$ cat src/rtl/core_pkg.sv
// core_pkg: shared core definitions (XLEN, reset/trap vectors, branch FSM states, ALU operator codes)
package core_pkg;
  localparam int XLEN = 32;
  localparam logic [XLEN-1:0] RESET_PC_DEF = 32'h0000_0000;
  localparam logic [XLEN-1:0] TRAP_VEC_DEF = 32'h0000_0100;
  typedef enum logic [1:0] {RUN, HOLD, FLUSH} state_t;
  typedef enum logic [3:0] {
    ALU_ADD, ALU_SUB, ALU_AND, ALU_OR, ALU_XOR, ALU_SLL, ALU_SRL, ALU_SRA,
    ALU_SLT, ALU_SLTU, ALU_EQ, ALU_NE, ALU_LT, ALU_GE, ALU_LTU, ALU_GEU
  } alu_op_t;
  function automatic logic misaligned(input logic [XLEN-1:0] a);
    return |a[1:0];
  endfunction
endpackage

$ cat src/rtl/pc_target_calc.sv
// pc_target_calc: redirect select (jalr > jal > taken branch) and target adders; in pc/rs1/imm/flags, out redirect/target/misalign
module pc_target_calc
  import core_pkg::*;
(
  input  logic [XLEN-1:0] pc,
  input  logic [XLEN-1:0] rs1,
  input  logic [XLEN-1:0] imm,
  input  logic            branch,
  input  logic            jal,
  input  logic            jalr,
  input  logic            comparison,
  output logic            redirect,
  output logic [XLEN-1:0] target,
  output logic            misalign
);
  logic [XLEN-1:0] pc_rel;
  logic [XLEN-1:0] reg_rel;
  assign pc_rel = pc + imm;
  assign reg_rel = (rs1 + imm) & ~32'h1;
  assign redirect = jalr | jal | (branch & comparison);
  assign target = jalr ? reg_rel : pc_rel;
  assign misalign = redirect & misaligned(target);
endmodule

$ cat src/rtl/pc_branch_unit.sv
// pc_branch_unit: pc register + RUN/HOLD/FLUSH branch FSM; in clk/rst/stall/instr_valid/branch/jal/jalr/comparison/imm/rs1, out pc/link/flush/trap; MISALIGN_TRAP_EN enables trap
module pc_branch_unit
  import core_pkg::*;
#(
  parameter logic [XLEN-1:0] RESET_PC = RESET_PC_DEF,
  parameter logic [XLEN-1:0] TRAP_VEC = TRAP_VEC_DEF
) (
  input  logic            clk,
  input  logic            rst,
  input  logic            stall,
  input  logic            instr_valid,
  input  logic            branch,
  input  logic            jal,
  input  logic            jalr,
  input  logic            comparison,
  input  logic [XLEN-1:0] imm,
  input  logic [XLEN-1:0] rs1,
  output logic [XLEN-1:0] pc,
  output logic [XLEN-1:0] link,
  output logic            flush,
  output logic            trap
);
`ifdef MISALIGN_TRAP_EN
  localparam logic TRAP_EN = 1'b1;
`else
  localparam logic TRAP_EN = 1'b0;
`endif
  state_t state, state_n;
  logic [XLEN-1:0] pc_n, target;
  logic redirect, misalign, advance, commit, trap_take, trap_n;
  pc_target_calc u_calc (
    .pc(pc),
    .rs1(rs1),
    .imm(imm),
    .branch(branch),
    .jal(jal),
    .jalr(jalr),
    .comparison(comparison),
    .redirect(redirect),
    .target(target),
    .misalign(misalign)
  );
  assign link = pc + 32'd4;
  assign flush = state == FLUSH;
  assign advance = instr_valid & ~stall & (state != FLUSH);
  // a released HOLD only re-presents the instruction; it commits on the next RUN cycle
  assign commit = advance & (state == RUN);
  assign trap_take = TRAP_EN & misalign;
  always_comb begin
    state_n = stall ? ((state == RUN) ? HOLD : state) : ((commit & redirect) ? FLUSH : RUN);
    pc_n = commit ? (redirect ? (trap_take ? TRAP_VEC : target) : pc + 32'd4) : pc;
    trap_n = commit & redirect & trap_take;
  end
  always_ff @(posedge clk) begin
    if (rst) begin
      state <= RUN;
      pc <= RESET_PC;
      trap <= 1'b0;
    end else begin
      state <= state_n;
      pc <= pc_n;
      trap <= trap_n;
    end
  end
endmodule

$ cat config.mk
export PLATFORM = sky130hd
export DESIGN_NAME = pc_branch_unit
export DESIGN_NICKNAME = d
export VERILOG_FILES = /design/src/rtl/core_pkg.sv /design/src/rtl/pc_target_calc.sv /design/src/rtl/pc_branch_unit.sv
export SDC_FILE = /design/constraint.sdc
export NUM_CORES = 1
export LEC_CHECK = 0
export CAP_MARGIN = 5
export CORE_ASPECT_RATIO = 0.9
export CORE_MARGIN = 5
export CORE_UTILIZATION = 40
export CTS_CLUSTER_SIZE = 12
export DETAILED_ROUTE_END_ITERATION = 12
export DONT_BUFFER_PORTS = 1
export GPL_TIMING_DRIVEN = 0
export PLACE_DENSITY = 0.56
export SYNTH_ARGS = -nofsm -noshare
export SYNTH_HDL_FRONTEND = slang
export SYNTH_SLANG_ARGS = --single-unit
$ cat constraint.sdc
create_clock -name clk -period 3.07 [get_ports clk]
set_input_delay 0.307 -clock clk [delete_from_list [all_inputs] [get_ports clk]]
set_output_delay 0.307 -clock clk [all_outputs]
set_load 0.05 [all_outputs]
# After elaboration in Yosys (flattened, before gate mapping)
# Index checks and enable logic that the tools add are counted.
dict set report word_totals {
  reg_bits 34
  in_bits 72
  out_inout_bits 66
  wordCells 22
}
dict set report classes {
  addsub 3
  eq_ne 3
  muxes 5
  n_bitwise 8
  n_reduce_logical 1
}
# op count
set ops {}
lappend ops {{$add 32x32->32} 2}
lappend ops {{$mux 32} 2}
lappend ops {{$add 32x3->32 const B} 1}
lappend ops {{$mux 2} 3}
lappend ops {{$and 1x1->1} 5}
lappend ops {{$eq 2x2->1 const B} 1}
lappend ops {{$logic_not 2->1} 1}
lappend ops {{$ne 2x1->1 const B} 1}
lappend ops {{$ne 2x2->1 const B} 1}
lappend ops {{$or 1x1->1} 2}
lappend ops {{$not 1->1} 1}

# Logic depth before layout (Yosys ltp)
dict set report depth {
  word_depth 7
  depth_mapped 13
  depth_no_buf 13
}

# Cells and area by module
# From an unflattened synthesis, not the netlist that was laid out.
dict set report hier_totals {
  hier_cells 916
  hier_area_um2 6501.2
}
# module instances cells_each area_per_inst_um2 seq_area_each_um2
set modules_own_cells {}
lappend modules_own_cells {pc_target_calc 1 558 3848.7 0.0}
lappend modules_own_cells {pc_branch_unit 1 358 2652.5 680.7}

# Worst setup path before layout
# OpenSTA, ideal clock, no wires.
dict set report synth_timing {
  path_type {register to register}
  start {register pc[2]}
  end {register pc[30]}
  setup_time_ns 0.059
  arrival_ns 3.474
  t_required_ns 3.011
  path_slack_ns -0.463
  path_stages_with_launch 12
  n_path_buf 0
  synth_period_minus_slack_ns 3.533
  path_cell_list {dfxtp_1 ha_1 nand2_1 nor3_1 nand3_1 nor2_1 and2_1 nand2_1 xnor2_1 o21ai_0 a221oi_1 a21o_1}
}
dict set report synth_between {
  word_cells_on_any_way 4
  cone_classes {add/sub (2); mux (2)}
}
# element line_no
set synth_rtl {}
lappend synth_rtl {{start, declared} pc_branch_unit.sv:18} ;# output logic [XLEN-1:0] pc,
lappend synth_rtl {{start signal, assigned} pc_branch_unit.sv:61} ;# pc <= pc_n;
lappend synth_rtl {{$add 32x3->32} --}
lappend synth_rtl {{named net link[30]} pc_branch_unit.sv:19} ;# output logic [XLEN-1:0] link,
lappend synth_rtl {{$mux 32} pc_branch_unit.sv:51} ;# pc_n = commit ? (redirect ? (trap_take ? TRAP_VEC : target) : pc + 32'd4) : pc;
# The timed path passes the listed nets, and every way through them passes these cells.
# A chain may end at the register's enable or synchronous reset.

# Worst setup path in the final report
dict set report layout_timing {
  start {input imm[2]}
  end {register pc[30]}
}
dict set report layout_between {
  elab_chain_len 3
  word_cells_on_any_way 4
  cone_classes {add/sub (2); mux (2)}
}
# element line_no
set layout_lines {}
lappend layout_lines {{start, declared} pc_branch_unit.sv:16} ;# input logic [XLEN-1:0] imm,
lappend layout_lines {{$add 32x32->32, on equally long branches} {pc_target_calc.sv:18, pc_target_calc.sv:19}}
lappend layout_lines {{$mux 32 *} pc_target_calc.sv:21} ;# assign target = jalr ? reg_rel : pc_rel;
lappend layout_lines {{$mux 32 *} pc_branch_unit.sv:51}
# Mark *: on every way between the ends. The rest lies on a longest branch, timed or not.

==> results by group <==
Outcome
  • Status: finished, final reports clean

Layout
  • Final Core Density: 0.484
  • Inserted Diodes: 0
  • Filler cells: 1,422
  • Final cell count without fillers: 990
  • Register area: 754 µm²
  • Share of layout cells above drive strength 1: 0.177
  • Layout area overhead: 19.7%
  • Most frequent cells in the layout: 75 x nand2_1, 72 x a21oi_1, 60 x nor2_1
  • Area of the multi-input gates: 5250 µm²
  • Commonest non-fill, non-tap cell in the layout: nand2_1
  • Layout Nets: 932

Floorplanning
  • Initial cell density of the core: 0.404
  • Die Wd: 135 µm
  • Ports: 138
  • Num rows: 41
  • Core area: 14,000 µm²
  • Die height: 123 µm
  • Die ar.: 16,600 µm²

Synthesis
  • Post-Syn Nets: 914
  • Post-synthesis register bit count: 34
  • Post-synth EDFFs: 0
  • Asr flop ratio synth: 0
  • Synthesized area per cell: 7.25 µm²
  • Primary FF master, synth: dfxtp_1
  • Synthesis warning total: 0
  • Sequential share of the synthesized area: 0.121
  • Post-Syn Instances: 778
  • Yosys cell types: 73
  • Synth Cell Area: 5640 µm²

Clock tree
  • CTS tree: done
  • CTS buffer count: 5
  • CTS H-tree depth: 2
  • Clk root buf: clkbuf_16
  • Latest clock arrival within the worst-skew pair: 0.29 ns
  • CTS sink cnt: 34
  • Clk slew on worst S/H paths: 0.06 ns
  • Hold_buf cts: 0
  • Clock Tree Buf Depth: 2

Power
  • Logic pwr share: 0.500
  • Int Pwr: 1240 µW
  • Clk pwr share: 0.229
  • Net Sw Power: 1110 µW
  • P_leak: 0.00282 µW
  • VDD IR-drop max: 0.211 mV
  • Final Power: 2340 µW
  • Power Dens Cells: 347 nW/µm²
  • Net Sw Frac: 0.472
  • Share of power burned in registers: 0.271

Placement
  • Routability Congestion: 0.913
  • Post-place setup slack: -0.839 ns
  • Placed cell count: 971
  • IO Port Bufs: 0
  • Post-DP HPWL: 17.0 mm

STA
  • Unrepaired setup endpoints after global routing: yes
  • Clk_skew: 0.00874 ns
  • Crit path time final: 3.04 ns
  • F_max: 0.329 GHz
  • Worst slew margin: 0.129
  • Count of pins over their slew limit: 0
  • Final hold vios: 0
  • Setup TNS: 0 ns
  • Setup WS post-layout: 0.0276 ns
  • Period Utilization, post-route: 0.991
  • Slew @ Worst Pin: 1.30 ns
  • Finish-stage setup viols: 0

Worst hold path
  • Hold WC Path Type: input port to flip-flop

Global routing
  • Congestion Overflow GR: 0
  • GRT Util Overall: 0.248
  • Pin count of the biggest net entering global routing: 12
  • Initial antenna violation count: 0
  • Vias in the first global route: 5,875
  • Global-route wire length before repair: 32.8 mm

Critical path
  • Element type at the critical path end: flip-flop
  • Critical Path Fanout Max: 5
  • Critical path arrival: 3.22 ns
  • Critical path class: input port to flip-flop
  • CP Data Required Time: 3.25 ns
  • Reg2Reg Setup Slack: 0.05 ns
  • Critical Path Start Type: input port

Routing
  • Routed wire length: 21.7 mm
  • Via count: 6,211
  • Iteration-0 DRC Markers: 618
  • WL/cell: 21.9 µm
  • Final ANT Viol Nets: 0
  • Vias/cell: 6.27
  • DRC Markers: 0
  • Drt pass-1 iters: 5

Flow run
  • Max Cap Violations: 0
[flip-flops by register name, indices dropped and copies added, names as in the netlist]
| signal | count |
|---|---|
| state | 2 |
| pc | 32 |
[power groups by stage]
stage          Sequential [µW]  Combinational (µW)  Clock, µW
5_1_grt                    639                1270        557
4_1_cts                    631                1100        534
6_report                   635                1170        537
3_3_place_gp               637                1040          0
2_1_floorplan              614                 843          0
3_5_place_dp               638                1060          0
[repair_timing]
action / in CTS / in global routing
setup endpoints to repair: 45 / 22
gates resized for setup: 74 / 57
setup buffers: 5 / 8
cloned: 0 / 0
pin swaps: 9 / 22
[synth_stat cells (all sizes together), types with 3 or more instances]
cell type,n,area share
and3,15,0.018
a31oi,5,0.0067
nor2b,10,0.011
and4,3,0.0047
o21a,8,0.011
a21oi,79,0.071
nor4b,3,0.0047
nand4,19,0.021
nor3,22,0.020
ha,62,0.14
dfxtp,34,0.12
a21o,46,0.061
a211oi,24,0.034
buf,11,0.013
o31ai,5,0.0067
a22o,6,0.0093
inv,19,0.013
xor2,27,0.042
xnor2,48,0.075
o21ai,47,0.042
nor2,61,0.041
o211ai,12,0.016
nand2,75,0.050
and2,9,0.010
o41ai,4,0.0075
clkbuf,28,0.019
a32oi,7,0.011
a311oi,3,0.0058
nor4,3,0.0033
nand3,25,0.024
mux2i,4,0.0071
nand2b,7,0.0078
or3,4,0.0044
a221oi,7,0.012
[path summary, 6_finish.rpt]
| path | from | endpoint | cells after the start |
|---|---|---|---|
| setup / recovery | imm[2] | pc[30]$_SDFFE_PP0P_ | 11 |
| hold / removal | stall | state[1]$_SDFFE_PP0P_ | 2 |
| setup reg to reg | pc[6]$_SDFFE_PP0P_ | pc[28]$_SDFFE_PP0P_ | 13 |
| hold reg to reg | state[1]$_SDFFE_PP0P_ | state[1]$_SDFFE_PP0P_ | 2 |
[final cells by class]
cell class                 count  share of cell area
buffer                        37              0.0280
clock buffer                   6              0.0206
clock inverter                 2             0.00185
inverter                      19              0.0106
multi-input combinational    686               0.777
sequential                    34               0.112
tap                          193              0.0358
timing repair buffer          13              0.0144
[worst max-delay path: stages]
cell,delay (ns)
ha_1,0.31
nor2b_1,0.17
o31a_1,0.33
o211ai_1,0.24
nand2_1,0.17
a211oi_1,0.47
o21ai_1,0.29
a221oi_1,0.39
xor2_1,0.22
a221oi_1,0.10
a21o_1,0.20
[cells by family after synthesis]
family                     after synthesis  share of synthesized area
buffers and inverters                   58                     0.0444
AOI/OAI and AO/OA                      276                      0.331
adders and majority gates               64                      0.145
xor gates and xnor gates                75                      0.116
other                                    1                   0.000665
muxes                                    5                    0.00976
DFF                                     34                      0.121
and+or+nand+nor                        265                      0.232
[per-layer routing]
metal  vias to the layer above  share of wire  GRT usage
li1                       2945              -          -
met1                      2987           0.45      0.348
met2                       258           0.46      0.409
met3                        21          0.082     0.0389
met4                         0          0.013     0.0447
met5                         -              0          0
[metrics by stage]
step | hold WS, ns | cell area, µm²
final | 0.179 | 6750
after global routing | 0.182 | 6750
after CTS | 0.183 | 6430
after detailed placement | 0.474 | 5970
after global placement | 0.463 | 5970
after floorplan | 0.453 | 5730
(Power assumes the default switching activity.)
